--- config.mk ---
export PLATFORM = sky130hd
export DESIGN_NAME = div_arbiter_flat
export DESIGN_NICKNAME = d
export VERILOG_FILES = /design/src/rtl/div_arbiter_if.sv /design/src/rtl/div_arbiter.sv /design/src/flat_wrapper.sv
export SDC_FILE = /design/constraint.sdc
export NUM_CORES = 1
export LEC_CHECK = 0
export ABC_AREA = 1
export ABC_CLOCK_PERIOD_IN_PS = 5600
export CAP_MARGIN = 10
export CORE_MARGIN = 2
export CORE_UTILIZATION = 43
export CTS_BUF_LIST = sky130_fd_sc_hd__clkbuf_4 sky130_fd_sc_hd__clkbuf_8
export CTS_CLUSTER_SIZE = 14
export DETAILED_ROUTE_END_ITERATION = 8
export GPL_ROUTABILITY_DRIVEN = 0
export GPL_TIMING_DRIVEN = 0
export PLACE_DENSITY = 0.88
export SLEW_MARGIN = 0
export SYNTH_ARGS = -nofsm -noshare
export SYNTH_HDL_FRONTEND = slang
export SYNTH_SLANG_ARGS = --single-unit
--- constraint.sdc ---
create_clock -name I_CLK -period 5.6 [get_ports I_CLK]
set_input_delay 0.56 -clock I_CLK [delete_from_list [all_inputs] [get_ports I_CLK]]
set_output_delay 0.56 -clock I_CLK [all_outputs]
set_load 0.01 [all_outputs]
--- src/rtl/div_arbiter_if.sv ---
// Bundle of request, response and divider signals for the shared-divider
// arbiter. The arbiter connects through the slave modport; the surrounding
// requesters, consumer and divider connect through the master modport.
interface div_arbiter_if #(
  parameter int D_W   = 16,
  parameter int N_REQ = 4,
  parameter int ID_W  = 2
);
  logic [N_REQ-1:0]     I_REQ_VLD;
  logic [N_REQ*D_W-1:0] I_REQ_DIVIDEND;
  logic [N_REQ*D_W-1:0] I_REQ_DIVISOR;
  logic [N_REQ-1:0]     O_REQ_RDY;
  logic                 O_RSP_VLD;
  logic [ID_W-1:0]      O_RSP_ID;
  logic [D_W-1:0]       O_RSP_QUOTIENT;
  logic                 O_RSP_DIVZERO;
  logic                 I_RSP_RDY;
  logic                 O_DIV_START;
  logic [D_W-1:0]       O_DIV_DIVIDEND;
  logic [D_W-1:0]       O_DIV_DIVISOR;
  logic [D_W-1:0]       I_DIV_QUOTIENT;
  logic                 I_DIV_OUT_VLD;

  modport slave (
    input  I_REQ_VLD, I_REQ_DIVIDEND, I_REQ_DIVISOR, I_RSP_RDY,
           I_DIV_QUOTIENT, I_DIV_OUT_VLD,
    output O_REQ_RDY, O_RSP_VLD, O_RSP_ID, O_RSP_QUOTIENT, O_RSP_DIVZERO,
           O_DIV_START, O_DIV_DIVIDEND, O_DIV_DIVISOR
  );

  modport master (
    output I_REQ_VLD, I_REQ_DIVIDEND, I_REQ_DIVISOR, I_RSP_RDY,
           I_DIV_QUOTIENT, I_DIV_OUT_VLD,
    input  O_REQ_RDY, O_RSP_VLD, O_RSP_ID, O_RSP_QUOTIENT, O_RSP_DIVZERO,
           O_DIV_START, O_DIV_DIVIDEND, O_DIV_DIVISOR
  );
endinterface

--- src/rtl/div_arbiter.sv ---
// Round-robin scheduler sharing one signed divider among N_REQ requesters.
// One job in flight: accept a request, hold operands and start for the whole
// divide (or bypass on a zero divisor), then present the quotient with the
// requester ID until the consumer takes it.
module div_arbiter #(
  parameter int D_W   = 16,
  parameter int N_REQ = 4,
  parameter int ID_W  = 2
) (
  input  logic          I_CLK,
  input  logic          I_RST,
  div_arbiter_if.slave  bus
);

  localparam int PW = ID_W + 1;

  typedef enum logic [1:0] {
    S_IDLE = 2'd0,
    S_RUN  = 2'd1,
    S_RESP = 2'd2
  } state_t;

  state_t                 state_q;
  state_t                 state_d;
  logic [ID_W-1:0]        rr_ptr_q;
  logic [ID_W-1:0]        grant_id;
  logic [ID_W-1:0]        ptr_next;
  logic                   grant_any;
  logic                   accept;
  logic [PW-1:0]          cand;
  logic [PW-1:0]          nxt;
  logic signed [D_W-1:0]  sel_dividend;
  logic signed [D_W-1:0]  sel_divisor;
  logic signed [D_W-1:0]  dividend_q;
  logic signed [D_W-1:0]  divisor_q;
  logic signed [D_W-1:0]  quot_q;
  logic [ID_W-1:0]        id_q;
  logic                   divzero_q;

  // First valid requester at or above the rr pointer, wrapping at N_REQ-1.
  always_comb begin
    grant_any = 1'b0;
    grant_id  = rr_ptr_q;
    cand      = '0;
    for (int k = 0; k < N_REQ; k++) begin
      cand = {1'b0, rr_ptr_q} + PW'(k);
      if (cand >= PW'(N_REQ)) cand = cand - PW'(N_REQ);
      if (!grant_any && bus.I_REQ_VLD[cand[ID_W-1:0]]) begin
        grant_any = 1'b1;
        grant_id  = cand[ID_W-1:0];
      end
    end
  end

  assign nxt          = {1'b0, grant_id} + PW'(1);
  assign ptr_next     = (nxt >= PW'(N_REQ)) ? '0 : nxt[ID_W-1:0];
  assign sel_dividend = bus.I_REQ_DIVIDEND[grant_id*D_W +: D_W];
  assign sel_divisor  = bus.I_REQ_DIVISOR[grant_id*D_W +: D_W];

  // Next-state and accept decode; ready is withheld while reset is asserted
  // so no requester believes it was accepted by a register held in reset.
  always_comb begin
    state_d = state_q;
    accept  = 1'b0;
    case (state_q)
      S_IDLE: begin
        if (grant_any && !I_RST) begin
          accept  = 1'b1;
          state_d = (sel_divisor == '0) ? S_RESP : S_RUN;
        end
      end
      S_RUN: begin
        if (bus.I_DIV_OUT_VLD) state_d = S_RESP;
      end
      S_RESP: begin
        if (bus.I_RSP_RDY) state_d = S_IDLE;
      end
      default: state_d = S_IDLE;
    endcase
  end

  // State register.
  always_ff @(posedge I_CLK or posedge I_RST) begin
    if (I_RST) state_q <= S_IDLE;
    else       state_q <= state_d;
  end

  // Job registers: operands and ID captured at accept, result captured at
  // accept (zero-divisor bypass) or on the divider done pulse while running.
  always_ff @(posedge I_CLK or posedge I_RST) begin
    if (I_RST) begin
      rr_ptr_q   <= '0;
      dividend_q <= '0;
      divisor_q  <= '0;
      id_q       <= '0;
      quot_q     <= '0;
      divzero_q  <= 1'b0;
    end else begin
      if (accept) begin
        rr_ptr_q   <= ptr_next;
        dividend_q <= sel_dividend;
        divisor_q  <= sel_divisor;
        id_q       <= grant_id;
        if (sel_divisor == '0) begin
          quot_q    <= '0;
          divzero_q <= 1'b1;
        end
      end
      if (state_q == S_RUN && bus.I_DIV_OUT_VLD) begin
        quot_q    <= bus.I_DIV_QUOTIENT;
        divzero_q <= 1'b0;
      end
    end
  end

  // Start is a state decode so it drops on the done edge and on async reset,
  // before the divider can return to idle and relaunch.
  assign bus.O_REQ_RDY      = accept ? (N_REQ'(1) << grant_id) : '0;
  assign bus.O_DIV_START    = (state_q == S_RUN);
  assign bus.O_DIV_DIVIDEND = dividend_q;
  assign bus.O_DIV_DIVISOR  = divisor_q;
  assign bus.O_RSP_VLD      = (state_q == S_RESP);
  assign bus.O_RSP_ID       = id_q;
  assign bus.O_RSP_QUOTIENT = quot_q;
  assign bus.O_RSP_DIVZERO  = divzero_q;

endmodule
--- src/flat_wrapper.sv ---
// flat-port wrapper written by rule: the top's interface ports become plain ports
module div_arbiter_flat 
#(
  parameter int D_W   = 16,
  parameter int N_REQ = 4,
  parameter int ID_W  = 2
)
  (I_CLK, I_RST, bus_I_REQ_VLD, bus_I_REQ_DIVIDEND, bus_I_REQ_DIVISOR, bus_I_RSP_RDY, bus_I_DIV_QUOTIENT, bus_I_DIV_OUT_VLD, bus_O_REQ_RDY, bus_O_RSP_VLD, bus_O_RSP_ID, bus_O_RSP_QUOTIENT, bus_O_RSP_DIVZERO, bus_O_DIV_START, bus_O_DIV_DIVIDEND, bus_O_DIV_DIVISOR);
  div_arbiter_if #(.D_W(D_W), .N_REQ(N_REQ), .ID_W(ID_W)) bus_i ();
  input  logic I_CLK;
  input  logic I_RST;
  input wire logic [$bits(bus_i.I_REQ_VLD)-1:0] bus_I_REQ_VLD;
  input wire logic [$bits(bus_i.I_REQ_DIVIDEND)-1:0] bus_I_REQ_DIVIDEND;
  input wire logic [$bits(bus_i.I_REQ_DIVISOR)-1:0] bus_I_REQ_DIVISOR;
  input wire logic [$bits(bus_i.I_RSP_RDY)-1:0] bus_I_RSP_RDY;
  input wire logic [$bits(bus_i.I_DIV_QUOTIENT)-1:0] bus_I_DIV_QUOTIENT;
  input wire logic [$bits(bus_i.I_DIV_OUT_VLD)-1:0] bus_I_DIV_OUT_VLD;
  output wire logic [$bits(bus_i.O_REQ_RDY)-1:0] bus_O_REQ_RDY;
  output wire logic [$bits(bus_i.O_RSP_VLD)-1:0] bus_O_RSP_VLD;
  output wire logic [$bits(bus_i.O_RSP_ID)-1:0] bus_O_RSP_ID;
  output wire logic [$bits(bus_i.O_RSP_QUOTIENT)-1:0] bus_O_RSP_QUOTIENT;
  output wire logic [$bits(bus_i.O_RSP_DIVZERO)-1:0] bus_O_RSP_DIVZERO;
  output wire logic [$bits(bus_i.O_DIV_START)-1:0] bus_O_DIV_START;
  output wire logic [$bits(bus_i.O_DIV_DIVIDEND)-1:0] bus_O_DIV_DIVIDEND;
  output wire logic [$bits(bus_i.O_DIV_DIVISOR)-1:0] bus_O_DIV_DIVISOR;
  assign bus_i.I_REQ_VLD = bus_I_REQ_VLD;
  assign bus_i.I_REQ_DIVIDEND = bus_I_REQ_DIVIDEND;
  assign bus_i.I_REQ_DIVISOR = bus_I_REQ_DIVISOR;
  assign bus_i.I_RSP_RDY = bus_I_RSP_RDY;
  assign bus_i.I_DIV_QUOTIENT = bus_I_DIV_QUOTIENT;
  assign bus_i.I_DIV_OUT_VLD = bus_I_DIV_OUT_VLD;
  assign bus_O_REQ_RDY = bus_i.O_REQ_RDY;
  assign bus_O_RSP_VLD = bus_i.O_RSP_VLD;
  assign bus_O_RSP_ID = bus_i.O_RSP_ID;
  assign bus_O_RSP_QUOTIENT = bus_i.O_RSP_QUOTIENT;
  assign bus_O_RSP_DIVZERO = bus_i.O_RSP_DIVZERO;
  assign bus_O_DIV_START = bus_i.O_DIV_START;
  assign bus_O_DIV_DIVIDEND = bus_i.O_DIV_DIVIDEND;
  assign bus_O_DIV_DIVISOR = bus_i.O_DIV_DIVISOR;
  div_arbiter #(.D_W(D_W), .N_REQ(N_REQ), .ID_W(ID_W)) u_core (.I_CLK(I_CLK), .I_RST(I_RST), .bus(bus_i));
endmodule
Word-level counts from Yosys, hierarchy flattened

Index checks and enable logic that the tools add are counted.

$lt $le $gt $ge: 9
Muxes and demuxes: 35
Reductions and logical operators: 15
Equal/unequal tests: 5
Shifts and indexed selects: 3
$add $sub $neg: 8

Operators by type and width:

| kind                                                               | count |
|---|---|
| variable part select 64 x 7 -> 16 bit                              | 2 |
| two-way mux 16 bit                                                 | 3 |
| two-way mux 2 bit                                                  | 13 |
| zero test 16 bit                                                   | 1 |
| two-way mux 1 bit                                                  | 13 |
| greater-or-equal comparator 3 bit (second input constant)          | 4 |
| less-than comparator 2 x 3 -> 1 bit (second input constant)        | 4 |
| binary-select mux 1 bit (select 2 bit)                             | 4 |
| subtractor 2 x 1 -> 2 bit (second input constant)                  | 4 |
| adder 2 x 1 -> 3 bit (second input constant)                       | 2 |
| adder 2 x 2 -> 3 bit (second input constant)                       | 2 |
| case mux 2 bit (3 select lines)                                    | 1 |
| logical AND 1 bit                                                  | 5 |
| zero test 1 bit                                                    | 4 |
| two-way mux 4 bit                                                  | 1 |
| != test 2 bit (second input constant)                              | 2 |
| nonzero test 2 bit                                                 | 2 |
| << shifter 1 x 2 -> 4 bit (first input constant)                   | 1 |
| greater-or-equal comparator 2 x 3 -> 1 bit (second input constant) | 1 |
| AND reduction 3 bit                                                | 1 |
| equality test 2 x 1 -> 1 bit (second input constant)               | 1 |
| equality test 2 bit (second input constant)                        | 1 |
| zero test 2 bit                                                    | 1 |
| != test 2 x 1 -> 1 bit (second input constant)                     | 1 |
| AND reduction 2 bit                                                | 1 |

Word-level logic and storage cells: 82
Register bits after elaboration: 55
Input bits: 152

Depth between registers and ports, before layout

Depth in word-level cells: 19
Gate-level depth with buffers: 24
Depth with buffers taken out: 21

Worst setup path after synthesis

OpenSTA, ideal clock, no wires.

Kind: input to output
Start point: input I_RST
End point: output bus_O_REQ_RDY[0]
Arrival time: 2662 ps
Path buffers: 1
Stages: 6
Setup slack: 2378 ps
Path through: inv_1 > o21ai_0 > nor2_1 > inv_1 > clkbuf_1 > nor2_1

Word-level cells in the longest chain between the ends: 5

Ends and longest elaborated chain:

| what              | line               | source |
|---|---|---|
| start, declared   | flat_wrapper.sv:11 | `input logic I_RST;` |
| zero test 1 bit   | div_arbiter.sv:67  | `if (grant_any && !I_RST) begin` |
| logical AND 1 bit | div_arbiter.sv:67  |  |
| two-way mux 1 bit | div_arbiter.sv:67  |  |
| two-way mux 1 bit | div_arbiter.sv:65  | `case (state_q)` |
| two-way mux 4 bit | div_arbiter.sv:118 | `assign bus.O_REQ_RDY = accept ? (N_REQ'(1) << grant_id) : '0;` |
| end, declared     | flat_wrapper.sv:18 | `output wire logic [$bits(bus_i.O_REQ_RDY)-1:0] bus_O_REQ_RDY;` |

Every way passes these cells.

Worst setup path in the final report

Start point: input bus_I_REQ_VLD[3]
End point: output bus_O_REQ_RDY[3]

RTL lines:

| what                                    | line               | source |
|---|---|---|
| start, declared                         | flat_wrapper.sv:12 | `input wire logic [$bits(bus_i.I_REQ_VLD)-1:0] bus_I_REQ_VLD;` |
| binary-select mux 1 bit (select 2 bit)  | div_arbiter.sv:48  | `if (!grant_any && bus.I_REQ_VLD[cand[ID_W-1:0]]) begin` |
| two-way mux 1 bit (not written as such) | div_arbiter.sv:48  |  |
| two-way mux 1 bit                       | div_arbiter.sv:48  |  |
| zero test 1 bit                         | div_arbiter.sv:48  |  |
| logical AND 1 bit                       | div_arbiter.sv:48  |  |
| two-way mux 1 bit                       | div_arbiter.sv:48  |  |
| zero test 1 bit                         | div_arbiter.sv:48  |  |
| logical AND 1 bit                       | div_arbiter.sv:48  |  |
| two-way mux 1 bit                       | div_arbiter.sv:48  |  |
| zero test 1 bit                         | div_arbiter.sv:48  |  |
| logical AND 1 bit                       | div_arbiter.sv:48  |  |
| two-way mux 2 bit *                     | div_arbiter.sv:48  |  |
| named net u_core.grant_id[1]            | div_arbiter.sv:26  | `logic [ID_W-1:0] grant_id;` |
| << shifter 1 x 2 -> 4 bit *             | div_arbiter.sv:118 |  |
| two-way mux 4 bit *                     | div_arbiter.sv:118 |  |

Mark *: on every way through the listed nets, which the timed path passes. The rest lies on a longest branch. The select of a mux whose other input is x is not followed.

==> results.md <==
- The run finished with clean final reports.
- The final number of max-transition violations is 0.
- The number of buffers and inverters on the critical path is 6.
- The met3 routed wirelength is roughly 1100 um.
- Summed over all cells, the static leakage comes to approximately 3.0 nW.
- In this run, the number of DRC markers left after iteration 0 of detailed routing was around 190.
- The worst setup path is launched from a primary input.
- The most instantiated flip-flop cell in the synthesis netlist is dfrtp_1.
- The wire length on met2 is between 6000 and 7000 um.
- The tightest min-delay check is of the flop to flop type.
- The largest stage delay on the critical path is 0.56 ns.
- The first-pass GRT wire length is between 20,000 and 25,000 um.
- Setup violations remaining at the end of the flow were counted as 0.
- Once layout is done, the placed cells without fillers occupy 6050 um^2.
- The placed instances occupy a cell area of between 5000 and 6000 um^2.
- Derived from the worst setup path, the maximum achievable clock frequency is 225 MHz.
- The cell with the largest stage delay on the worst path is clkdlybuf4s50_1.
- The worst flop-to-flop path endpoint is u_core.bus.O_DIV_DIVIDEND[3]$_DFFE_PP0P_.
- For this design, the CTS-stage hold fixing added 0 buffers.
- The routed wire length per instance is around 15 um.
- The residual overflow from global routing is 0.
- Wires add up to between 10,000 and 15,000 um.
- The post-route minimum period is ~4.4 ns.
- The die is ~97 um tall.
- After layout, the design draws a total of between 3 and 4 mW.
- Yosys mapped a number of flops with a built-in enable equal to 0.
- The total of warnings raised by yosys is 0.
- The number of filler cells placed in the layout is about 670.
- After detailed routing, the number of vias per cell comes to between 5 and 6.
- Detailed placement finished with a half-perimeter wire length of 10,800 um.
- In this run the cell area of the synthesized design comes to 3730 um^2.
- Synthesis produced around 600 cells.
- The reg-to-reg setup timing slack is 2.49 ns.
- The final critical-path share of the clock period is 0.794.
- Measured against its own limit, the worst slew margin works out to 0.614.
- The clock skew after layout is between 0.01 and 0.015 ns.
- The largest area contributor in the netlist is dfrtp_1.
- The total number of placement rows is 33.
- Across every metal layer, demand over resource in global routing totals 0.283.
- For this configuration, the core starts out at a cell density of 0.449.
- From left edge to right edge, the die measures about 97 um.
- At the pin with the least slew margin, the transition time is 0.577 ns.
- The buffer count from post-CTS setup fixing is 0.
- The via count of the first global-routing pass is 4,654.
- The H-tree depth is 2.
- In this run the most critical hold path is launched from u_core.bus.O_DIV_DIVISOR[4]$_DFFE_PP0P_.
- The number of endpoints with negative hold slack in the final report is 0.
- The post-route worst hold slack is ~0.49 ns.
- The sum of negative setup slack is 0 ns.
- Counting every net in the synthesized netlist gives approximately 750.
- The root buffer cell chosen for the clock tree is clkbuf_8.
- The pin count of the biggest net entering global routing is 32.
- Of the post-synthesis cell area, the dominant cell type holds 0.369.
- The clock-pin slew of the registers on the worst-case setup and hold paths is around 0.1 ns.
- Across the run, the number of max-cap violations was 0.
- In this run, CTS created clock tree buffers numbering 5.
- The post-placement worst setup slack is about 1.3 ns.
- The number of stages on the worst hold path is 2.
- The critical path goes through clkdlybuf4s50_1, nand2_2, nand3_1, nand2_1, inv_1, nand3_1, nand2_1, nand3_1, nand2_1, clkbuf_1, clkbuf_1, ha_1, inv_1, nor2_1, clkdlybuf4s50_1.
- The total of flip-flops plus latches after synthesis is 55.
- Buffers placed on the I/O ports in this run total 208.
- The first-pass detailed-route iteration total is 7.
- The final setup slack of the worst path is around 1.2 ns.
- Setup repair after global routing left no endpoint under its margin.
- The average footprint of a synthesized cell is around 6.3 um^2.
- The worst reg2reg path depth is 16.
- After the last flow step, the layout net total stands at 963.
- The total area inside the core boundary comes to about 8300 um^2.
- TritonCTS built the clock tree.
- The power density over the cells is approximately 620 nW/um^2.
- The area growth from synthesis to layout is 62.3%.
- Data on the critical path arrives at its endpoint at between 3 and 4 ns.
- Ranked by total cell area, the synthesized netlist is headed by dfrtp_1 (37%), nand2_1 (30%), nand3_1 (7.0%), nor2_1 (5.1%), o21ai_0 (4.7%).
- The uppermost metal layer occupied by signal nets is met4.
- After detailed routing, the number of remaining DRC violations is 0.
- The worst-case hold path end point is u_core.bus.O_DIV_DIVISOR[4]$_DFFE_PP0P_.
- The critical path class is primary input to primary output.
- For this run, asynchronously set or reset flops after synthesis account for 1.00.
- After detailed routing, the wire length on met1 is 5220 um.
- The initial antenna violation count is 0.
- The worst setup path is captured at a primary output.
- Along the worst path, the maximum fanout reaches 11.
- The proportion of layout cells with a drive suffix above 1 is 0.0495.
- In this run the critical register-to-register path is launched from u_core.rr_ptr_q[1]$_DFFE_PP0P_.
- Data on the critical path is required at its endpoint by 5.04 ns.
- The worst-case IR drop observed on VDD is around 0.00046 V.
- The number of buffers on the longest clock path is 2.
- The library cell used most frequently in the layout, excluding fill and tap cells, is nand2_1.
- The number of antenna diodes in the final layout is 0.
- The library cells used most frequently in the layout, excluding fill and tap cells, are nand2_1 (297), clkdlybuf4s50_1 (208), dfrtp_1 (55).
- The number of antenna-violating nets in the routed design is 0.
- The die covers about 9400 um^2.
- The insertion delay to the later sink of the worst-skew pair is a little over 0.3 ns.
- The dominant delay contributor by cell family on the critical path is buffers and inverters.
- After synthesis, the netlist uses 27 different library cells.
- The number of top-level pins is 209.
- The clock net in this run drives a total of 55 sinks.
- The sequential element share of the synthesized area is 0.369.
- The detailed router placed 4,716 vias in this run.
- The number of gates resized after CTS was 0.
==> cells in the mapped netlist (2+ instances only) <==
master and n:
dfrtp_1 55, nand2_2 10, buf_6 6, clkbuf_1 23, inv_1 19, buf_2 3
o22ai_1 17, buf_1 2, ha_1 4, nand3_1 52, o21ai_0 35, inv_2 2
nand2_1 297, nor2_1 51, nor2_2 3
==> state kept, by name (all words and copies together) (netlist names) <==
register,flops
u_core.bus.O_DIV_DIVIDEND,16
u_core.bus.O_RSP_QUOTIENT,16
u_core.bus.O_RSP_DIVZERO,1
u_core.bus.O_DIV_DIVISOR,16
u_core.bus.O_RSP_ID,2
u_core.rr_ptr_q,2
u_core.state_q,2
==> worst max-delay path by stage <==
stage | end | from | cells past startpoint | slack (ns)
6_report | bus_O_REQ_RDY[3] | bus_I_REQ_VLD[3] | 15 | 1.15
5_1_grt | bus_O_REQ_RDY[3] | bus_I_REQ_VLD[3] | 15 | 0.92
4_1_cts | bus_O_REQ_RDY[3] | bus_I_REQ_VLD[3] | 15 | 1.25
3_5_place_dp | bus_O_REQ_RDY[3] | bus_I_REQ_VLD[3] | 15 | 1.26
3_3_place_gp | bus_O_REQ_RDY[3] | I_RST | 8 | 0.65
2_1_floorplan | bus_O_REQ_RDY[0] | I_RST | 6 | 2.38
==> kinds of logic after synthesis <==
logic type,synth area share
adder cells (fa/ha/maj),0.0134
AO/OA/AOI/OAI,0.0839
AND/OR/NAND/NOR,0.462
buffers and inverters,0.0712
flip-flops,0.369
==> area by class of cell <==
cell class | instances | area, um^2 | share of cell area
well taps | 105 | 131 | 0.0217
clock inverters | 3 | 18.8 | 0.00310
inverters | 23 | 88.8 | 0.0147
clock buffers | 5 | 68.8 | 0.0114
multi-input cells | 479 | 2090 | 0.345
repair buffers | 209 | 2100 | 0.348
plain buffers | 34 | 176 | 0.0292
flip-flops and latches | 55 | 1380 | 0.228
==> layer usage <==
metal / track usage / vias to the layer above
met3: 0.0518 / 32
met1: 0.339 / 2147
met5: 0 / -
met4: 0.0953 / 0
met2: 0.512 / 248
li1: - / 2289
==> where the power goes <==
| group | internal [mW] | switching [mW] |
|---|---|---|
| clock network | 0.0883 | 0.127 |
| logic | 1.10 | 1.76 |
| registers | 0.589 | 0.110 |
| total | 1.78 | 1.99 |
==> worst register-to-register path: cells and delay by family (launching register included) <==
| family | cells | cell delay [ns] |
|---|---|---|
| buffers and inverters | 4 | 1.15 |
| AND/OR/NAND/NOR | 10 | 1.06 |
| AO/OA/AOI/OAI | 2 | 0.48 |
| flip-flops | 1 | 0.38 |
==> metrics by stage <==
stage,instances,utilization
after floorplan,591,-
after global placement,904,0.716
after detailed placement,905,0.718
after CTS,913,0.729
after global routing,913,0.729
final,913,0.729
Note: power is estimated with default switching activity, not from simulation.
